===== src/rtl/ama_riscv_pipeline_ctrl_pkg.sv =====
// Shared types for the pipeline controller: FSM state encoding, stage indices
// and the per-stage enable/kill bundle.
package ama_riscv_pipeline_ctrl_pkg;

    // Controller FSM state, exported on pipe_state
    typedef enum logic [1:0] {
        PS_RUN   = 2'd0,
        PS_HAZ   = 2'd1,
        PS_DCS   = 2'd2,
        PS_FLUSH = 2'd3
    } pipe_state_t;

    // Stage indices into the enable/kill vectors
    localparam int unsigned STG_FET = 0;
    localparam int unsigned STG_DEC = 1;
    localparam int unsigned STG_EXE = 2;
    localparam int unsigned STG_MEM = 3;
    localparam int unsigned STG_WBK = 4;

    // Per-stage controls; FET has no kill, a bubble enters at the FET->DEC register
    typedef struct packed {
        logic [STG_WBK:STG_FET] en;
        logic [STG_WBK:STG_DEC] kill;
    } pipe_ctrl_t;

    // Free-running pipe: everything advances, nothing is squashed
    localparam pipe_ctrl_t CTRL_RUN = '{en: '1, kill: '0};

    // Held in reset: nothing advances, every stage is squashed
    localparam pipe_ctrl_t CTRL_RESET = '{en: '0, kill: '1};

endpackage


===== src/rtl/ama_riscv_pipeline_ctrl_sat_cnt.sv =====
// Saturating up-counter with synchronous clear; clear wins over increment.
// Sticks at all-ones instead of wrapping.
module ama_riscv_pipeline_ctrl_sat_cnt #(
    parameter int unsigned W = 8
) (
    input  logic         clk,
    input  logic         rst,
    input  logic         clr,
    input  logic         inc,
    output logic [W-1:0] cnt
);

    logic [W-1:0] cnt_q;

    // Count up on inc, hold at max, clear on request
    always_ff @(posedge clk or posedge rst) begin
        if (rst) begin
            cnt_q <= '0;
        end else if (clr) begin
            cnt_q <= '0;
        end else if (inc && (cnt_q != {W{1'b1}})) begin
            cnt_q <= cnt_q + W'(1);
        end
    end

    assign cnt = cnt_q;

endmodule


===== src/rtl/ama_riscv_pipeline_ctrl.sv =====
// 5-stage pipeline controller (FET/DEC/EXE/MEM/WBK). Produces the stage
// register enables and bubble kills from the EXE hazard, cache stalls and the
// EXE redirect; tracks the pipe FSM and a sticky stall watchdog.
// Optional build macro PIPE_CTRL_PERF_EN adds hazard/dc-stall/flush perf
// counters; without it the cnt_* outputs are constant zero.
module ama_riscv_pipeline_ctrl
    import ama_riscv_pipeline_ctrl_pkg::*;
#(
    parameter int unsigned STALL_TMO = 1024,
    parameter int unsigned CNT_W     = 32
) (
    input  logic             clk,
    input  logic             rst,
    input  logic             hazard_to_exe,
    input  logic             dc_stalled,
    input  logic             ic_stalled,
    input  logic             redirect_exe,
    output logic             en_fet,
    output logic             en_dec,
    output logic             en_exe,
    output logic             en_mem,
    output logic             en_wbk,
    output logic             kill_dec,
    output logic             kill_exe,
    output logic             kill_mem,
    output logic             kill_wbk,
    output pipe_state_t      pipe_state,
    output logic             stall_tmo,
    output logic [CNT_W-1:0] cnt_haz,
    output logic [CNT_W-1:0] cnt_dcs,
    output logic [CNT_W-1:0] cnt_flush
);

    localparam int unsigned     WD_W   = $clog2(STALL_TMO + 1);
    localparam logic [WD_W-1:0] WD_MAX = WD_W'(STALL_TMO);

    pipe_state_t     state_q;
    pipe_ctrl_t      ctrl;
    logic            ev_dcs;
    logic            ev_haz;
    logic            ev_redir;
    logic            ev_ic;
    logic            wd_busy;
    logic [WD_W-1:0] wd_cnt;
    logic            stall_tmo_q;

    // Resolve the per-cycle event by priority: dcs > hazard > redirect > ic
    assign ev_dcs   = dc_stalled;
    assign ev_haz   = hazard_to_exe & ~dc_stalled;
    assign ev_redir = redirect_exe & ~dc_stalled & ~hazard_to_exe;
    assign ev_ic    = ic_stalled & ~dc_stalled & ~hazard_to_exe & ~redirect_exe;

    // Decode stage enables and kills for this cycle from the winning event
    always_comb begin
        ctrl = CTRL_RUN;
        if (ev_dcs) begin
            // Whole pipe frozen; WBK must not retire the held instruction twice
            ctrl.en            = '0;
            ctrl.kill[STG_WBK] = 1'b1;
        end else if (ev_haz) begin
            // Front end and EXE hold, a bubble slides into MEM
            ctrl.en[STG_FET]   = 1'b0;
            ctrl.en[STG_DEC]   = 1'b0;
            ctrl.en[STG_EXE]   = 1'b0;
            ctrl.kill[STG_MEM] = 1'b1;
        end else if (ev_redir) begin
            // Squash the two wrong-path instructions behind the branch
            ctrl.kill[STG_DEC] = 1'b1;
            ctrl.kill[STG_EXE] = 1'b1;
            // Target fetch missed in I$: retry it next cycle
            ctrl.en[STG_FET]   = ~ic_stalled;
        end else if (ev_ic) begin
            ctrl.en[STG_FET]   = 1'b0;
            ctrl.kill[STG_DEC] = 1'b1;
        end else if (state_q == PS_FLUSH) begin
            // Sync IMEM: target instruction not yet out of the fetch stage
            ctrl.kill[STG_DEC] = 1'b1;
        end
        if (rst) begin
            ctrl = CTRL_RESET;
        end
    end

    assign en_fet   = ctrl.en[STG_FET];
    assign en_dec   = ctrl.en[STG_DEC];
    assign en_exe   = ctrl.en[STG_EXE];
    assign en_mem   = ctrl.en[STG_MEM];
    assign en_wbk   = ctrl.en[STG_WBK];
    assign kill_dec = ctrl.kill[STG_DEC];
    assign kill_exe = ctrl.kill[STG_EXE];
    assign kill_mem = ctrl.kill[STG_MEM];
    assign kill_wbk = ctrl.kill[STG_WBK];

    // Pipe FSM; an I$ stall leaves a pending FLUSH in place, otherwise returns to RUN
    always_ff @(posedge clk or posedge rst) begin
        if (rst) begin
            state_q <= PS_RUN;
        end else if (ev_dcs) begin
            state_q <= PS_DCS;
        end else if (ev_haz) begin
            state_q <= PS_HAZ;
        end else if (ev_redir) begin
            state_q <= PS_FLUSH;
        end else if (ev_ic && (state_q == PS_FLUSH)) begin
            state_q <= PS_FLUSH;
        end else begin
            state_q <= PS_RUN;
        end
    end

    assign pipe_state = state_q;

    // Watchdog: any non-plain-RUN cycle counts, a plain RUN cycle restarts it
    assign wd_busy = (state_q != PS_RUN) | hazard_to_exe | dc_stalled | ic_stalled;

    ama_riscv_pipeline_ctrl_sat_cnt #(
        .W (WD_W)
    ) u_wd_cnt (
        .clk (clk),
        .rst (rst),
        .clr (~wd_busy),
        .inc (wd_busy && (wd_cnt != WD_MAX)),
        .cnt (wd_cnt)
    );

    // Sticky timeout flag, set on the edge where the count reaches STALL_TMO
    always_ff @(posedge clk or posedge rst) begin
        if (rst) begin
            stall_tmo_q <= 1'b0;
        end else if (wd_busy && (wd_cnt == (WD_MAX - WD_W'(1)))) begin
            stall_tmo_q <= 1'b1;
        end
    end

    assign stall_tmo = stall_tmo_q;

`ifdef PIPE_CTRL_PERF_EN
    ama_riscv_pipeline_ctrl_sat_cnt #(
        .W (CNT_W)
    ) u_cnt_haz (
        .clk (clk),
        .rst (rst),
        .clr (1'b0),
        .inc (ev_haz),
        .cnt (cnt_haz)
    );

    ama_riscv_pipeline_ctrl_sat_cnt #(
        .W (CNT_W)
    ) u_cnt_dcs (
        .clk (clk),
        .rst (rst),
        .clr (1'b0),
        .inc (ev_dcs),
        .cnt (cnt_dcs)
    );

    ama_riscv_pipeline_ctrl_sat_cnt #(
        .W (CNT_W)
    ) u_cnt_flush (
        .clk (clk),
        .rst (rst),
        .clr (1'b0),
        .inc (ev_redir),
        .cnt (cnt_flush)
    );
`else
    assign cnt_haz   = '0;
    assign cnt_dcs   = '0;
    assign cnt_flush = '0;
`endif

endmodule

===== config.mk =====
export PLATFORM = sky130hd
export DESIGN_NAME = ama_riscv_pipeline_ctrl
export DESIGN_NICKNAME = d
export VERILOG_FILES = /design/src/rtl/ama_riscv_pipeline_ctrl_pkg.sv /design/src/rtl/ama_riscv_pipeline_ctrl_sat_cnt.sv /design/src/rtl/ama_riscv_pipeline_ctrl.sv
export SDC_FILE = /design/constraint.sdc
export NUM_CORES = 1
export LEC_CHECK = 0
export BUFFER_PORTS_ARGS = -buffer_cell sky130_fd_sc_hd__buf_2
export CORE_MARGIN = 2
export CORE_UTILIZATION = 40
export CTS_CLUSTER_SIZE = 30
export DETAILED_ROUTE_END_ITERATION = 16
export PLACE_DENSITY = 0.79
export SLEW_MARGIN = 30
export SYNTH_ARGS = -nofsm -noshare
export SYNTH_HDL_FRONTEND = slang
export SYNTH_SLANG_ARGS = --single-unit
export TNS_END_PERCENT = 20

===== constraint.sdc =====
create_clock -name clk -period 2.4 [get_ports clk]
set_clock_uncertainty 0.2 [all_clocks]
set_input_delay 0.12 -clock clk [delete_from_list [all_inputs] [get_ports clk]]
set_output_delay 0.12 -clock clk [all_outputs]
set_load 0.03 [all_outputs]

==> results of run 1 <==
tightest hold or removal path, stage by stage:
cell,delay (ps)
buf_2,100
a31oi_1,60
o21ai_0,150
registers in the layout, summed over array words and instances, names as in the netlist:
register	count
u_wd_cnt.cnt	11
pipe_state	2
stall_tmo	1
timing repair:
| action | in CTS | in global routing |
|---|---|---|
| setup buffers | 0 | 0 |
| hold buffers | 4 | 0 |
| endpoints found under the hold margin | 16 | 0 |
power breakdown:
part           leakage, nW  switching, mW  internal, mW
logic                0.577          0.328         0.130
registers            0.174          0.111         0.313
clock network       0.0216         0.0802         0.111
total                0.772          0.519         0.554
per-layer routing:
metal / wire (um) / vias up / track usage
li1: - / 485 / -
met4: 53 / 0 / 0.05357
met3: 234 / 6 / 0.01520
met5: 0 / - / 0
met2: 1267 / 76 / 0.1913
met1: 920 / 493 / 0.1321
layout make-up:
type                            instances  area [um2]  area share
Tap cell                               48       60.06     0.04263
Sequential cell                        14       350.3      0.2487
Multi-Input combinational cell        159       790.8      0.5613
Timing Repair Buffer                   22       132.6     0.09414
Inverter                                9       33.78     0.02398
Clock buffer                            3       41.29     0.02931
metrics by stage:
step	total power, mW	utilization	setup WS (ps)
floorplan	0.9131	-	367.3
global placement	0.8556	0.3572	515.0
detailed placement	0.8708	0.3572	464.6
CTS	1.068	0.3791	448.0
global route	1.151	0.3791	326.4
finish	1.073	0.3791	443.8
cell families after synthesis:
| kind of cell | count (synthesis) |
|---|---|
| fa+ha+maj | 2 |
| simple gates | 32 |
| flops | 14 |
| compound gates | 29 |
| other cells | 1 |
| buf+inv | 109 |
Yosys cell counts:
library cell	n
a211oi_1	2
nand2_1	3
conb_1	1
a31oi_1	4
or3_1	2
inv_1	9
or4_1	5
nor4_4	1
nor4b_1	1
ha_1	2
nand4_1	3
nor2_1	3
and4_4	2
or2_2	3
a21oi_1	10
and4_1	1
o21ai_0	8
nor3_1	1
and3_1	1
and4b_4	1
nand3b_1	1
o31ai_1	4
and4_2	1
buf_6	2
buf_4	98
nor4_1	1
dfrtp_1	14
a41o_1	1
and2_2	2
worst paths after layout:
path / start / to / slack (ps) / depth (start not counted)
setup reg to reg: u_wd_cnt.cnt[0]$_DFFE_PP0P_ / u_wd_cnt.cnt[7]$_DFFE_PP0P_ / 440 / 5
hold / removal: redirect_exe / pipe_state[1]$_DFF_PP0_ / 30 / 3
min in group asynchronous: rst / u_wd_cnt.cnt[10]$_DFFE_PP0P_ / 190 / 3
setup / recovery: u_wd_cnt.cnt[0]$_DFFE_PP0P_ / u_wd_cnt.cnt[7]$_DFFE_PP0P_ / 440 / 5
hold reg to reg: stall_tmo$_DFFE_PP0P_ / stall_tmo$_DFFE_PP0P_ / 260 / 1
max in group asynchronous: rst / u_wd_cnt.cnt[2]$_DFFE_PP0P_ / 1370 / 4
==> results.tsv, run 1 <==
stage	metric	value	unit
outcome	status	complete, no violations	
cells_and_area	ant diodes	0	
cells_and_area	Design Area, Final	0.001409	mm2
critical_path	biggest cell delay along the critical path	470	ps
place	HPWL Detailed	1840	um
floorplan	core region area	0.003716	mm2
place	I/O Buffers	17	
routing	final WL	2474	um
clock_network	CTS max path bufs	2	
routing	ANT nets after route	0	
floorplan	IO Pins	114	
routing	DR WL/cell	9.702	um
timing	RSZ-0062 raised after global routing	no	
synth	Synth area leaders	buf_4 (47%), dfrtp_1 (22%), a21oi_1 (3.2%), o21ai_0 (2.5%), or4_1 (2.4%)	
synth	mapped cell area	0.001577	mm2
critical_path	Critical Path RT	2370	ps
clock_network	CTS resizes	0	
routing	Via density	4.157	
timing	final setup vio count	0	
grt	first-pass GRT wire length	3739	um
floorplan	Die Y	66.78	um
grt	initial antenna violation count	0	
synth	largest area contributor in the netlist	buf_4	
synth	Adder-Cell Fraction of Synth Area	0.01587	
synth	Compound-Gate Fraction of Synth Area	0.1079	
timing	Min Clock Period, post-route	1956	ps
clock_network	CTS tree	yes	
timing	Hold Slack	34.94	ps
clock_network	root buffer cell	clkbuf_8	
synth	#FFs+latches synth	14	
cells_and_area	P&R area growth vs syn	-10.63	%
cells_and_area	fillers	391	
routing	Pre-antenna DRT Iters	4	
worst_hold_path	Tightest Hold Check Type	input pin to flip-flop	
grt	vias in the first global route	825	
floorplan	num rows	22	
critical_path	critical path, cell by cell	ha_1 -> and4_4 -> and4_4 -> or4_1 -> a21oi_1	
synth	Post-Synth XOR/XNOR Area	0	
timing	worst-margin pin slew	569.6	ps
timing	setup_tns	0	ps
cells_and_area	most frequent cells in the layout	conb_1 (96), buf_2 (17), dfrtp_1 (14)	
critical_path	Buf+Inv Stages, Crit Path	0	
routing	DRC	0	
cells_and_area	most common cell after layout, fill and taps aside	conb_1	
critical_path	crit end category	flip-flop	
critical_path	critical path arrival	1930	ps
cells_and_area	layout cells sized above 1	0.1498	
floorplan	die footprint	0.004460	mm2
clock_network	Inserted Clock Buffers	3	
routing	routed vias	1060	
critical_path	CP delay by family, top	simple AND/OR/NAND/NOR gates	
floorplan	Die X	66.78	um
timing	Max-slew headroom	0.6174	
power	pwr dens	761.8	mW/mm2
synth	sequential area share after synthesis	0.2222	
timing	final count of hold timing violations	0	
run	max_cap viols	0	
synth	Synth Area in Simple Gates	0.1492	
grt	largest net degree at the start of global routing	15	
power	VDD IR max	0.4375	mV
timing	Max Slew Vio Count	0	
power	Lkg Pwr	0.7724	nW
synth	largest family of logic cells by synthesized area	buffers and inverters	
floorplan	Initial Utilization	0.4242	
place	GPL Wtd Cong	0.9204	
critical_path	slowest CP cell	or4_1	
timing	achievable frequency	0.5112	GHz
place	cell count after placement	248	
synth	post-synthesis mux area share	0	
synth	Cells after Synth	187	
synth	Ys Warns	0	
synth	Yosys top cell area share	0.4667	
synth	Avg Cell Area, Syn	8.431	um2
clock_network	CTS H-Tree Depth	1	
critical_path	critical path class	flip-flop to flip-flop	
cells_and_area	layout net count	217	
clock_network	Clock transition at path regs	60	ps
clock_network	Worst-Skew Late Latency	250	ps
critical_path	crit-path most repeated cell	and4_4	
routing	Iter 0 DRT Violations	15	
grt	GR Overflow Total	0	
clock_network	clock sink count	14	
timing	fin crit share	0.8151	
grt	Total GRT Usage	0.1101	
critical_path	CP Launch Type	flip-flop	
cells_and_area	Non-Filler Instances	255	
critical_path	Crit Path Max Fanout	14	
place	DP Area	0.001328	mm2
synth	Cell variety after synth	29	
Note: power is estimated with default switching activity, not from simulation.
==> run 2: changes to the inputs <==
clock period = 1.8 ns   (was 2.4 ns; I/O delays follow)
==> results.tsv, run 2 (same netlist as run 1, synthesis figures left out) <==
stage	metric	value	unit	change
outcome	status	complete, no violations		unchanged
critical_path	CP Launch Type	flip-flop		unchanged
critical_path	critical path, cell by cell	inv_1 -> ha_2 -> and4b_4 -> or4_1 -> a21oi_1		was ha_1 -> and4_4 -> and4_4 -> or4_1 -> a21oi_1
critical_path	slowest CP cell	or4_1		unchanged
floorplan	IO Pins	114		unchanged
clock_network	Inserted Clock Buffers	3		unchanged
routing	routed wl met2	1460	um	was 1267 um
place	cell count after placement	258		was 248
cells_and_area	layout net count	232		was 217
floorplan	Initial Utilization	0.4242		unchanged
routing	Iter 0 DRT Violations	28		was 15
routing	DRC	0		unchanged
cells_and_area	most frequent cells in the layout	conb_1 (96), buf_2 (17), buf_4 (13)		was conb_1 (96), buf_2 (17), dfrtp_1 (14)
clock_network	CTS H-Tree Depth	1		unchanged
routing	Via density	4.085		was 4.157
timing	final setup vio count	0		unchanged
power	Seq pwr share	0.350		was 0.395
power	pwr dens	1064	mW/mm2	was 761.8 mW/mm2
critical_path	crit end category	flip-flop		unchanged
place	GPL Wtd Cong	0.8357		was 0.9204
timing	Max Slew Vio Count	0		unchanged
place	HPWL Detailed	1996	um	was 1840 um
timing	RSZ-0062 raised after global routing	yes		was no
grt	initial antenna violation count	0		unchanged
floorplan	num rows	22		unchanged
cells_and_area	register area	354.1	um2	was 350.3 um2
routing	DR WL/cell	10.11	um	was 9.702 um
routing	final WL	2739	um	was 2474 um
clock_network	clock sink count	14		unchanged
power	Comb power frac	0.473		was 0.427
worst_hold_path	Tightest Hold Check Type	input pin to flip-flop		unchanged
routing	ANT nets after route	0		unchanged
routing	WL met3	264	um	was 234 um
grt	Total GRT Usage	0.1033		was 0.1101
critical_path	Crit Path Max Fanout	5		was 14
grt	largest net degree at the start of global routing	12		was 15
floorplan	Die X	66.78	um	unchanged
clock_network	Worst-Skew Late Latency	250	ps	about the same
run	max_cap viols	0		unchanged
clock_network	Clock transition at path regs	50	ps	was 60 ps
cells_and_area	most common cell after layout, fill and taps aside	conb_1		unchanged
cells_and_area	fillers	383		was 391
cells_and_area	P&R area growth vs syn	2.381	%	was -10.63%
clock_network	root buffer cell	clkbuf_8		unchanged
timing	Hold Slack	113.2	ps	was 34.94 ps
floorplan	die footprint	0.004460	mm2	unchanged
clock_network	CTS max path bufs	2		unchanged
timing	final count of hold timing violations	0		unchanged
timing	achievable frequency	0.5610	GHz	was 0.5112 GHz
timing	fin crit share	0.9902		was 0.8151
place	pre-CTS WS	-81.83	ps	was 464.6 ps
cells_and_area	max FFs per register	11		unchanged
power	switching fraction of total power	0.4669		was 0.4836
routing	Top Layer Used	met4		unchanged
place	I/O Buffers	17		unchanged
critical_path	FF-to-FF setup slack	20	ps	was 440 ps
power	sw power	0.8017	mW	was 0.5190 mW
grt	first-pass GRT wire length	3477	um	was 3739 um
timing	setup ws final	17.55	ps	was 443.8 ps
cells_and_area	Non-Filler Instances	271		was 255
power	clock power share	0.177		was 0.178
cells_and_area	area of the multi-input gates	878.3	um2	was 790.8 um2
power	Lkg Pwr	0.8594	nW	was 0.7724 nW
timing	Min Clock Period, post-route	1782	ps	was 1956 ps
critical_path	Critical Path RT	1770	ps	was 2370 ps
cells_and_area	ant diodes	0		unchanged
routing	Pre-antenna DRT Iters	4		unchanged
critical_path	biggest cell delay along the critical path	510	ps	was 470 ps
power	VDD IR max	0.7951	mV	was 0.4375 mV
grt	GR Overflow Total	0		unchanged
power	Pint	0.9153	mW	was 0.5542 mW
floorplan	core region area	0.003716	mm2	unchanged
floorplan	Die Y	66.78	um	unchanged
grt	vias in the first global route	794		was 825
cells_and_area	layout cells sized above 1	0.2735		was 0.1498
timing	setup_tns	0	ps	unchanged
clock_network	CTS tree	yes		unchanged
routing	WL met1	1000	um	was 920 um
routing	routed vias	1107		was 1,060
critical_path	critical path class	flip-flop to flip-flop		unchanged
critical_path	critical path arrival	1750	ps	was 1930 ps
## run 2: cell types whose count changed in the layout (fill, tap and decap cells not counted), moves of 2 or more
| cell | previous run | this run |
|---|---|---|
| a21oi_1 | 10 | 7 |
| ha_1 | 2 | 0 |
| dfrtp_2 | 0 | 3 |
| buf_4 | 1 | 13 |
| dfrtp_1 | 14 | 11 |
| a21oi_2 | 0 | 3 |
| or4_4 | 0 | 2 |
| or4_1 | 5 | 3 |
| ha_2 | 0 | 2 |
## run 2: repair_timing
action	in CTS	in global routing
hold buffers	5	0
endpoints found under the hold margin	16	0
resized for setup	1	15
endpoints found under the setup margin	4	9
cloned	0	2
setup buffers	2	0
pin swaps	5	6
## run 2: worst paths after layout
check,from,cells after the start,to
worst max-delay path,u_wd_cnt.cnt[0]$_DFFE_PP0P_,5,u_wd_cnt.cnt[5]$_DFFE_PP0P_
worst min-delay path,ic_stalled,3,stall_tmo$_DFFE_PP0P_
worst max register to register,u_wd_cnt.cnt[0]$_DFFE_PP0P_,5,u_wd_cnt.cnt[5]$_DFFE_PP0P_
worst min register to register,stall_tmo$_DFFE_PP0P_,1,stall_tmo$_DFFE_PP0P_
max in group asynchronous,rst,4,u_wd_cnt.cnt[3]$_DFFE_PP0P_
min in group asynchronous,rst,3,stall_tmo$_DFFE_PP0P_
## run 2: cell type report
| cell class | instances | share of cell area |
|---|---|---|
| tap | 48 | 0.03721 |
| inverter | 9 | 0.02093 |
| multi-input combinational | 161 | 0.5442 |
| timing repair buffer | 35 | 0.1442 |
| sequential | 14 | 0.2194 |
| clock buffer | 4 | 0.03411 |
## run 2: metrics by stage
stage	total power, mW	utilization	instance area (um2)
after global routing	1.819	0.4343	1614
final	1.717	0.4343	1614
after CTS	1.573	0.4111	1528
after floorplan	1.218	-	1936
after detailed placement	1.243	0.3781	1405
after global placement	1.216	0.3781	1405
## run 2: per-layer routing
layer  track usage  vias up
met4       0.03571        0
met2        0.1725       66
met1        0.1227      519
li1              -      519
met3       0.03547        3
met5             0        -
## run 2: power by group through the flow
stage / clock network [mW] / logic (mW) / registers (mW)
2_1_floorplan: 0 / 0.689 / 0.529
3_3_place_gp: 0 / 0.674 / 0.542
3_5_place_dp: 0 / 0.694 / 0.549
4_1_cts: 0.305 / 0.722 / 0.545
5_1_grt: 0.329 / 0.872 / 0.618
6_report: 0.303 / 0.812 / 0.602
## run 2: worst max-delay path: cells and delay by family (launching register included)
kind	cells	cell delay, ps
AO/OA/AOI/OAI	1	160
AND/OR/NAND/NOR	2	710
buffers and inverters	1	60
flip-flops	1	390
adder cells (fa/ha/maj)	1	190
==> run 3: changes to the inputs <==
==> constraint.sdc (replaced) <==
create_clock -name clk -period 1.8 [get_ports clk]
set_clock_uncertainty 0.2 [all_clocks]
set_input_delay 0.45 -clock clk [delete_from_list [all_inputs] [get_ports clk]]
set_output_delay 0.45 -clock clk [all_outputs]
set_load 0.03 [all_outputs]
==> results.tsv, run 3 (same netlist as run 1, synthesis figures left out) <==
stage	metric	value	unit	change
grt	largest net degree at the start of global routing	14		was 12
floorplan	Die X	66.78	um	unchanged
timing	setup_tns	-191.1	ps	was 0 ps
cells_and_area	most frequent cells in the layout	conb_1 (96), buf_4 (29), dfrtp_1 (13)		was conb_1 (96), buf_2 (17), buf_4 (13)
place	pre-CTS WS	-96.22	ps	was -81.83 ps
clock_network	root buffer cell	clkbuf_8		unchanged
critical_path	biggest cell delay along the critical path	540	ps	was 510 ps
clock_network	Inserted Clock Buffers	3		unchanged
outcome	failing checks	setup timing		
critical_path	CP delay by family, top	simple AND/OR/NAND/NOR gates		unchanged
critical_path	CP Launch Type	flip-flop		unchanged
place	DP Area	0.001475	mm2	was 0.001405 mm2
routing	Iter 0 DRT Violations	32		was 28
timing	setup ws final	-93.16	ps	was 17.55 ps
cells_and_area	layout cells sized above 1	0.3070		was 0.2735
power	pwr dens	1034	mW/mm2	was 1064 mW/mm2
power	Lkg Pwr	0.8910	nW	was 0.8594 nW
clock_network	clock sink count	14		unchanged
floorplan	num rows	22		unchanged
routing	DRC	0		unchanged
outcome	status	complete, but fails checks		was complete, no violations
routing	Pre-antenna DRT Iters	4		unchanged
cells_and_area	P&R area growth vs syn	4.444	%	was 2.381%
power	VDD IR max	0.5786	mV	was 0.7951 mV
cells_and_area	layout net count	237		was 232
cells_and_area	most common cell after layout, fill and taps aside	conb_1		unchanged
critical_path	Crit Path Max Fanout	4		was 5
critical_path	Critical Path RT	1770	ps	about the same
critical_path	critical path depth	5		unchanged
worst_hold_path	Tightest Hold Check Type	input pin to async pin		was input pin to flip-flop
timing	fin crit share	1.052		was 0.9902
timing	RSZ-0062 raised after global routing	yes		unchanged
grt	GR Overflow Total	0		unchanged
timing	Max Slew Vio Count	0		unchanged
power	clock power share	0.180		was 0.177
place	HPWL Detailed	1995	um	was 1996 um
cells_and_area	ant diodes	0		unchanged
place	I/O Buffers	17		unchanged
critical_path	slowest CP cell	or4_1		unchanged
cells_and_area	max FFs per register	11		unchanged
power	switching fraction of total power	0.4477		was 0.4669
grt	Total GRT Usage	0.1142		was 0.1033
grt	initial antenna violation count	0		unchanged
floorplan	Initial Utilization	0.4242		unchanged
timing	achievable frequency	0.5282	GHz	was 0.5610 GHz
critical_path	critical path, cell by cell	buf_4 -> and4_2 -> nand4_1 -> or4_1 -> a21oi_1		was inv_1 -> ha_2 -> and4b_4 -> or4_1 -> a21oi_1
clock_network	CTS H-Tree Depth	1		unchanged
power	Pint	0.9405	mW	was 0.9153 mW
critical_path	Buf+Inv Stages, Crit Path	1		unchanged
timing	Min Clock Period, post-route	1893	ps	was 1782 ps
timing	final setup vio count	4		was 0
clock_network	CTS max path bufs	2		unchanged
routing	final WL	2887	um	was 2739 um
grt	vias in the first global route	881		was 794
grt	first-pass GRT wire length	3905	um	was 3477 um
power	Comb power frac	0.499		was 0.473
floorplan	Die Y	66.78	um	unchanged
floorplan	IO Pins	114		unchanged
floorplan	die footprint	0.004460	mm2	unchanged
routing	DR WL/cell	10.46	um	was 10.11 um
critical_path	crit end category	flip-flop		unchanged
clock_network	Clock transition at path regs	60	ps	was 50 ps
floorplan	core region area	0.003716	mm2	unchanged
routing	routed vias	1162		was 1,107
clock_network	Worst-Skew Late Latency	240	ps	was 250 ps
timing	final count of hold timing violations	0		unchanged
routing	Via density	4.210		was 4.085
run	max_cap viols	0		unchanged
critical_path	worst r2r path cells	5		unchanged
power	Seq pwr share	0.320		was 0.350
clock_network	CTS tree	yes		unchanged
power	sw power	0.7624	mW	was 0.8017 mW
cells_and_area	Design Area, Final	0.001647	mm2	was 0.001614 mm2
critical_path	critical path arrival	1860	ps	was 1750 ps
routing	ANT nets after route	0		unchanged
place	GPL Wtd Cong	0.7804		was 0.8357
critical_path	critical path class	flip-flop to flip-flop		unchanged
## run 3: final cells by class
class	instances	area [um2]
clock buffer	4	55.05
fill	361	2069
sequential	14	351.6
timing repair buffer	41	282.8
multi-input combinational	160	863.3
tap	48	60.06
inverter	9	33.78
## run 3: layer usage
metal | global-route usage | vias to the layer above | wire length [um]
met4 | 0.04082 | 0 | 39
met2 | 0.2088 | 84 | 1515
met5 | 0 | - | 0
li1 | - | 524 | -
met3 | 0.01858 | 7 | 292
met1 | 0.1329 | 547 | 1040
## run 3: per-stage QoR
step | utilization | instances | power, mW | hold slack, ps
finish | 0.4431 | 276 | 1.703 | 153.6
floorplan | - | 282 | 1.221 | 158.6
CTS | 0.4269 | 273 | 1.618 | 150.4
global route | 0.4431 | 276 | 1.800 | 190.7
detailed placement | 0.3970 | 265 | 1.282 | 169.3
global placement | 0.3970 | 265 | 1.258 | 168.3
## run 3: final timing paths
check                                               to  slack [ps]                   startpoint
max                        u_wd_cnt.cnt[9]$_DFFE_PP0P_         -90  u_wd_cnt.cnt[1]$_DFFE_PP0P_
min                            pipe_state[1]$_DFF_PP0_         150                          rst
max reg2reg                u_wd_cnt.cnt[9]$_DFFE_PP0P_         -90  u_wd_cnt.cnt[1]$_DFFE_PP0P_
min reg2reg                      stall_tmo$_DFFE_PP0P_         270        stall_tmo$_DFFE_PP0P_
max in group asynchronous        stall_tmo$_DFFE_PP0P_         770                          rst
min in group clk                 stall_tmo$_DFFE_PP0P_         270        stall_tmo$_DFFE_PP0P_
## run 3: power by group through the flow
stage | Combinational [mW] | Clock [mW] | Sequential (mW)
final | 0.850 | 0.307 | 0.546
after global routing | 0.913 | 0.326 | 0.561
after CTS | 0.774 | 0.310 | 0.534
after detailed placement | 0.745 | 0 | 0.538
after global placement | 0.726 | 0 | 0.531
after floorplan | 0.692 | 0 | 0.529
## run 3: worst reg2reg max path, cell delays in order, from the launching register on
cell	delay (ps)
dfrtp_1	390
buf_4	140
and4_2	250
nand4_1	150
or4_1	540
a21oi_1	150
## run 3: timing repair
action / CTS / global route
buffers inserted: 2 / 3
gates resized for setup: 7 / 13
cloned: 1 / 0
endpoints found under the hold margin: 1 / 0
hold buffers: 1 / 0
pin swaps: 8 / 3
setup endpoints to repair: 8 / 12
